### src/rtl/mem_bus_pkg.sv
// Shared types and constants for the memory bus master.
package mem_bus_pkg;

   // Bus phase: instruction fetch or execute (optional data access)
   typedef enum logic {
      FETCH = 1'b0,
      EXEC  = 1'b1
   } phase_t;

   // Default word returned when an access times out
   localparam logic [31:0] ERR_DATA_DEF = 32'hDEAD_BEEF;

   // Memory is word addressed: byte address bits [31:2]
   localparam int WORD_ADDR_W = 30;

endpackage

### src/rtl/mem_wait_timer.sv
// Wait-state timer: cleared at each phase entry, counts cycles while the
// memory holds off, and flags expiry once LIMIT cycles have elapsed.
module mem_wait_timer #(
   parameter int LIMIT = 15,
   parameter int W     = $clog2(LIMIT + 1)
) (
   input  logic clk,
   input  logic rst,
   input  logic clear,
   input  logic count,
   output logic expired
);

   localparam logic [W-1:0] LIMIT_W = W'(LIMIT);
   localparam logic [W-1:0] ONE_W   = W'(1);

   logic [W-1:0] cnt_r;

   // Counter: clear has priority, increment stops at the limit
   always_ff @(posedge clk or posedge rst) begin
      if (rst) begin
         cnt_r <= {W{1'b0}};
      end else if (clear) begin
         cnt_r <= {W{1'b0}};
      end else if (count && (cnt_r != LIMIT_W)) begin
         cnt_r <= cnt_r + ONE_W;
      end else begin
         cnt_r <= cnt_r;
      end
   end

   assign expired = (cnt_r == LIMIT_W);

endmodule

### src/rtl/mem_bus_master.sv
// CPU-side initiator for a unified instruction/data memory. Alternates
// FETCH and EXEC phases, owns the PC and aborts stuck accesses.
// Optional feature macro: PERF_CNT_EN adds retired_cnt and wait_cnt outputs.
module mem_bus_master
   import mem_bus_pkg::*;
#(
   parameter logic [31:0] RESET_PC   = 32'h0000_0000,
   parameter int          WAIT_LIMIT = 15,
   parameter logic [31:0] ERR_DATA   = ERR_DATA_DEF
) (
   input  logic                   clk,
   input  logic                   rst,
   input  logic [31:0]            dp_next_pc,
   input  logic                   dp_req,
   input  logic                   dp_we,
   input  logic [31:0]            dp_addr,
   input  logic [31:0]            dp_wdata,
   input  logic [31:0]            mem_rdata,
   input  logic                   mem_ready,
   output logic [WORD_ADDR_W-1:0] mem_addr,
   output logic                   mem_we,
   output logic [31:0]            mem_wdata,
   output logic [31:0]            pc,
   output logic [31:0]            instr,
   output logic [31:0]            rdata,
   output logic                   exec,
   output logic                   stall,
`ifdef PERF_CNT_EN
   output logic [31:0]            retired_cnt,
   output logic [31:0]            wait_cnt,
`endif
   output logic                   misalign_err,
   output logic                   bus_err
);

   phase_t      state_r;
   phase_t      state_next_s;
   logic [31:0] pc_r;
   logic [31:0] instr_r;
   logic [31:0] rdata_r;
   logic        misalign_r;
   logic        bus_err_r;

   logic        data_req_s;
   logic        misalign_s;
   logic        data_acc_s;
   logic        access_s;
   logic        expired_s;
   logic        timeout_s;
   logic        done_s;
   logic        stall_s;

   // Decode the current phase into access / completion / abort conditions
   always_comb begin
      data_req_s = (state_r == EXEC) & dp_req;
      misalign_s = data_req_s & (dp_addr[1:0] != 2'b00);
      data_acc_s = data_req_s & ~misalign_s;
      access_s   = (state_r == FETCH) | data_acc_s;
      timeout_s  = access_s & ~mem_ready & expired_s;
      done_s     = ~access_s | mem_ready | expired_s;
      stall_s    = access_s & ~mem_ready & ~expired_s;
   end

   // A fresh count starts on the cycle after every phase completes
   mem_wait_timer #(
      .LIMIT (WAIT_LIMIT)
   ) u_wait_timer (
      .clk     (clk),
      .rst     (rst),
      .clear   (done_s),
      .count   (stall_s),
      .expired (expired_s)
   );

   // Phase state register
   always_ff @(posedge clk or posedge rst) begin
      if (rst) begin
         state_r <= FETCH;
      end else begin
         state_r <= state_next_s;
      end
   end

   // Next phase: flip whenever the current phase completes
   always_comb begin
      state_next_s = state_r;
      case (state_r)
         FETCH: begin
            if (done_s) state_next_s = EXEC;
            else        state_next_s = FETCH;
         end
         EXEC: begin
            if (done_s) state_next_s = FETCH;
            else        state_next_s = EXEC;
         end
         default: state_next_s = FETCH;
      endcase
   end

   // Bus drive: data address only for an aligned data access, PC otherwise
   always_comb begin
      mem_addr  = pc_r[31:2];
      mem_we    = 1'b0;
      mem_wdata = 32'h0000_0000;
      exec      = (state_r == EXEC);
      stall     = stall_s;
      if (data_acc_s) begin
         mem_addr  = dp_addr[31:2];
         mem_we    = dp_we;
         mem_wdata = dp_we ? dp_wdata : 32'h0000_0000;
      end else begin
         mem_addr  = pc_r[31:2];
      end
   end

   // PC, fetched instruction, load data and sticky error flags
   always_ff @(posedge clk or posedge rst) begin
      if (rst) begin
         pc_r       <= RESET_PC;
         instr_r    <= 32'h0000_0000;
         rdata_r    <= 32'h0000_0000;
         misalign_r <= 1'b0;
         bus_err_r  <= 1'b0;
      end else begin
         if ((state_r == FETCH) && done_s) begin
            instr_r <= timeout_s ? ERR_DATA : mem_rdata;
         end
         if ((state_r == EXEC) && done_s) begin
            pc_r <= {dp_next_pc[31:2], 2'b00};
         end
         if (data_acc_s && !dp_we && done_s) begin
            rdata_r <= timeout_s ? ERR_DATA : mem_rdata;
         end
         if (misalign_s) begin
            misalign_r <= 1'b1;
         end
         if (timeout_s) begin
            bus_err_r <= 1'b1;
         end
      end
   end

   assign pc           = pc_r;
   assign instr        = instr_r;
   assign rdata        = rdata_r;
   assign misalign_err = misalign_r;
   assign bus_err      = bus_err_r;

`ifdef PERF_CNT_EN
   logic [31:0] retired_cnt_r;
   logic [31:0] wait_cnt_r;

   // Retired-instruction counter (wraps) and stall-cycle counter (saturates)
   always_ff @(posedge clk or posedge rst) begin
      if (rst) begin
         retired_cnt_r <= 32'h0000_0000;
         wait_cnt_r    <= 32'h0000_0000;
      end else begin
         if ((state_r == EXEC) && done_s) begin
            retired_cnt_r <= retired_cnt_r + 32'h0000_0001;
         end
         if (stall_s && (wait_cnt_r != 32'hFFFF_FFFF)) begin
            wait_cnt_r <= wait_cnt_r + 32'h0000_0001;
         end
      end
   end

   assign retired_cnt = retired_cnt_r;
   assign wait_cnt    = wait_cnt_r;
`endif

endmodule

### config.mk
export PLATFORM = sky130hd
export DESIGN_NAME = mem_bus_master
export DESIGN_NICKNAME = d
export VERILOG_FILES = /design/src/rtl/mem_bus_pkg.sv /design/src/rtl/mem_wait_timer.sv /design/src/rtl/mem_bus_master.sv
export SDC_FILE = /design/constraint.sdc
export NUM_CORES = 1
export LEC_CHECK = 0
export CELL_PAD_IN_SITES_DETAIL_PLACEMENT = 1
export CELL_PAD_IN_SITES_GLOBAL_PLACEMENT = 1
export CORE_UTILIZATION = 27
export DETAILED_ROUTE_END_ITERATION = 10
export PLACE_DENSITY = 0.89
export SLEW_MARGIN = 20
export SYNTH_ARGS = -nofsm -noshare
export SYNTH_HDL_FRONTEND = slang
export SYNTH_SLANG_ARGS = --single-unit
### constraint.sdc
create_clock -name clk -period 4.4 [get_ports clk]
set_clock_uncertainty 0.1 [all_clocks]
set_input_delay 0.66 -clock clk [delete_from_list [all_inputs] [get_ports clk]]
set_output_delay 0.66 -clock clk [all_outputs]
set_load 0.005 [all_outputs]
[Word level (Yosys, flattened, before mapping)]
Index checks and enable logic that the tools add are counted.
Word-level totals
  register bits after elaboration: 101
  output and inout port bits: 163
  logic and storage cells: 42
Cells by class
  add/sub/neg operators: 1
  equal/unequal tests: 2
  mux-type cells: 10
  bitwise gates (word level): 14
  reduce and logical (&&, ||, !) cells: 8
Operator list (number)
  two-way mux 32 bit: 3
  two-way mux 30 bit: 1
  two-way mux 4 bit: 2
  bitwise AND 1 bit: 6
  logical AND 1 bit: 5
  NOT 1 bit: 5
  adder 4 x 1 -> 4 bit, second input constant: 1
  equality test 4 bit, second input constant: 1
  inequality test 4 bit, second input constant: 1
  nonzero test 2 bit: 2
  two-way mux 1 bit: 3
  bitwise OR 1 bit: 3
  one-hot mux 1 bit (2 select lines): 1
  zero test 1 bit: 1

[Logic depth before layout (Yosys ltp)]
  depth in word-level cells: 10
  depth in mapped cells: 8

[By module]
From an unflattened synthesis, not the netlist that was laid out.
Unflattened totals
  cell total of the unflattened synthesis: 431
  area total of the unflattened synthesis: 4785.8 sq um
By module, submodules not included
  mem_bus_master: times used 1, cells an instance 410, area an instance 4553.1 sq um, sequential area each 2427.3 sq um
  mem_wait_timer: times used 1, cells an instance 21, area an instance 232.7 sq um, sequential area each 100.1 sq um

[Least setup slack after synthesis]
Ideal clock, no wire load.
  kind: input port to output port
  start: in dp_addr[0]
  end: out mem_addr[10]
  data arrival time: 1.614 ns
  data required time: 3.640 ns
  path slack: 2.026 ns
  stages: 4
  buffers on the path: 2
  cells stage by stage: and4bb_4 > buf_6 > buf_6 > mux2_2
On the way
  cells in the longest elaborated chain, start to end: 5
Ends and longest elaborated chain
  start: declaration: line mem_bus_master.sv:16  | input logic [31:0] dp_addr,
  nonzero test 2 bit: line mem_bus_master.sv:56  | misalign_s = data_req_s & (dp_addr[1:0] != 2'b00);
  bitwise AND 1 bit: line mem_bus_master.sv:56
  NOT 1 bit: line mem_bus_master.sv:57  | data_acc_s = data_req_s & ~misalign_s;
  bitwise AND 1 bit: line mem_bus_master.sv:57
  two-way mux 30 bit: line mem_bus_master.sv:107  | if (data_acc_s) begin
  end: declaration: line mem_bus_master.sv:20  | output logic [WORD_ADDR_W-1:0] mem_addr,
No other way between the ends.

[Worst setup path in the final report]
  start: in dp_addr[0]
  end: out mem_addr[3]
Same word-level chain as after synthesis.

==> impl_metrics.ini <==
[status]
status = finished clean

[worst_setup_path]
crit_path_start_kind = primary input
crit_path_max_fanout = 66
worst-r2r-setup-slack_ps = 1890
reg2reg_from = exec
rr_worst_depth = 6
rr_endpoint = instr[13]
critPathCaptureType = output port
cp.arrival_ps = 2980
crit_type = in2out
critPathRequiredTime_ps = 3640

[cts]
cts.sinks = 101
cts_max_level = 3
cts_hold_buf = 0
clk_latency_ps = 340
cts_made_buffers = 9
tritoncts = yes
clockRootBuffer = clkbuf_16
ctsResizeCount = 0
path_clk_slew_ps = 80
post_cts_buffers = 0
cts.path.max_buffers = 2

[floorplanning]
die-area_sq_um = 17500
rows = 47
die_w_um = 132
start_util = 0.277
io_pins = 296
fp.dieH_um = 132
core_sq_um = 16600

[placement]
dp_hpwl_um = 12700
place_congestion = 0.893
pre_cts_slack_ps = 668
port-buffer-count = 291

[synthesis]
avgSynthCellArea_sq_um = 12.0
synthCells = 383
yosys-top-cells-count = 101 x dfrtp_1, 60 x mux2_2, 38 x inv_1, 34 x and3_1, 26 x nor2_1
synth_area_leaders = dfrtp_1 55%, mux2_2 15%, and3_1 4.6%
synthArstFlopShare = 1.00
ys_types = 33
synth_edf_count = 0
synthesis.area_sq_um = 4590
synth_warnings = 0
ys.flop_type = dfrtp_1
synth_most_common_cell = dfrtp_1
yosysTopAreaCellShare = 0.551
yosysTopAreaCell = dfrtp_1
ys_seq_elements = 101
seq_area_frac_synth = 0.551

[routing]
via_count = 4145
wl_met1_um = 6810
avgRoutedWirePerCell_um = 19.1
final_antenna_net_count = 0
drt_iter0_markers = 99
via_per_inst = 4.68
wl_met3_um = 1170
routed.top_layer = met4
routed-wl-met2_um = 8630
drc = 0
drt-pass1-iter-count = 4
wl_um = 16900

[worst_hold_path]
hold_path.class = reg2reg
min_from = misalign_err
whs_endpoint = misalign_err
min_path_cells = 1

[finish]
drive_above_1_share = 0.137
area_growth_pct = 72.8
regArea_sq_um = 2530
fill_cells = 1782
n_antenna_cell = 0
fin_nets = 797
multi_input_area_sq_um = 1750

[global_routing]
grtUsageTotal = 0.194
grt_pass1_wl_um = 26200
grt_max_degree = 67
grt_overflow = 0
antenna_found_initial = 0
grt_pass1_vias = 4508

[power]
p_leak_uw = 0.00339
ir_worst_vdd_uv = 302
power_density_nw_per_um2 = 609

[timing]
fin_crit_sh = 0.850
hold_viol_final = 0
min_period_ps = 3740
layout_setup_ws_ps = 660
setup_violations = 0
worst_hold_slack_ps = 374
max_freq_mhz = 267
worstMarginPinSlew_ps = 914
max-slew-margin-rel = 0.389
final-max-slew-violation-count = 0
rsz0062_at_grt = no
fin_setup_tns_ps = 0

[flow_run]
timing.max_cap.violations = 0
-- routing by layer --
| layer | up-vias | global-route usage |
|---|---|---|
| met4 | 0 | 0.0600 |
| met3 | 18 | 0.0496 |
| met5 | - | 0 |
| met2 | 182 | 0.343 |
| met1 | 2044 | 0.228 |
| li1 | 1901 | - |
-- power by group --
part	leakage [uW]	internal, uW	switching, uW
registers	0.00119	1370	319
logic	0.00206	1560	817
clock network	0.000138	392	368
-- through the flow --
step	power, uW	cell area [sq um]	cells	utilization
final	4830	7930	886	0.478
after global routing	5130	7930	886	0.478
after CTS	4910	7930	886	0.478
after detailed placement	4110	7640	870	0.461
after global placement	3990	7640	870	0.460
after floorplan	2510	4590	384	-
-- sequential cells by signal, summed over array words and instances, names as in the netlist --
name	count
bus_err	1
exec	1
instr	32
misalign_err	1
pc	30
rdata	32
u_wait_timer.cnt_r	4
-- layout by cell type, fill, tap and decap left out, drive strengths merged, types with 3 or more instances in the layout --
cell / instances
buf: 5
nor2: 26
clkbuf: 9
o22ai: 8
a31oi: 24
clkdlybuf4s50: 291
dfrtp: 101
mux2: 60
ha: 3
clkinv: 4
inv: 40
a2bb2oi: 24
a22o: 8
o211ai: 4
and3: 34
nand2: 8
-- critical path, cell delays in order --
cell and delay [ps]:
clkdlybuf4s50_1 470, and4bb_4 910, mux2_2 410, clkdlybuf4s50_1 480
-- cell type report --
type | instances | share of cell area
clock buffers | 9 | 0.0284
clock inverters | 7 | 0.00742
inverters | 38 | 0.0183
multi-input cells | 215 | 0.220
flip-flops and latches | 101 | 0.319
well taps | 220 | 0.0347
repair buffers | 296 | 0.372
-- worst max path at each step --
| stage | startpoint | to |
|---|---|---|
| floorplan | rst | bus_err |
| global placement | dp_addr[0] | mem_addr[3] |
| detailed placement | dp_addr[0] | mem_addr[3] |
| CTS | dp_addr[0] | mem_addr[3] |
| global route | dp_addr[0] | mem_addr[3] |
| finish | dp_addr[0] | mem_addr[3] |
-- logic make-up (layout without fill, tap and decap cells) --
group | Yosys count | after routing | synth area share
adders and majority gates | 3 | 3 | 0.00818
xor gates and xnor gates | 2 | 2 | 0.00382
AOI/OAI and AO/OA | 71 | 71 | 0.128
muxes | 60 | 60 | 0.147
and+or+nand+nor | 77 | 77 | 0.0894
buffers and inverters | 68 | 350 | 0.0717
other | 1 | 2 | 0.000817
DFF | 101 | 101 | 0.551
No activity file was read; power rests on OpenSTA's default activity.
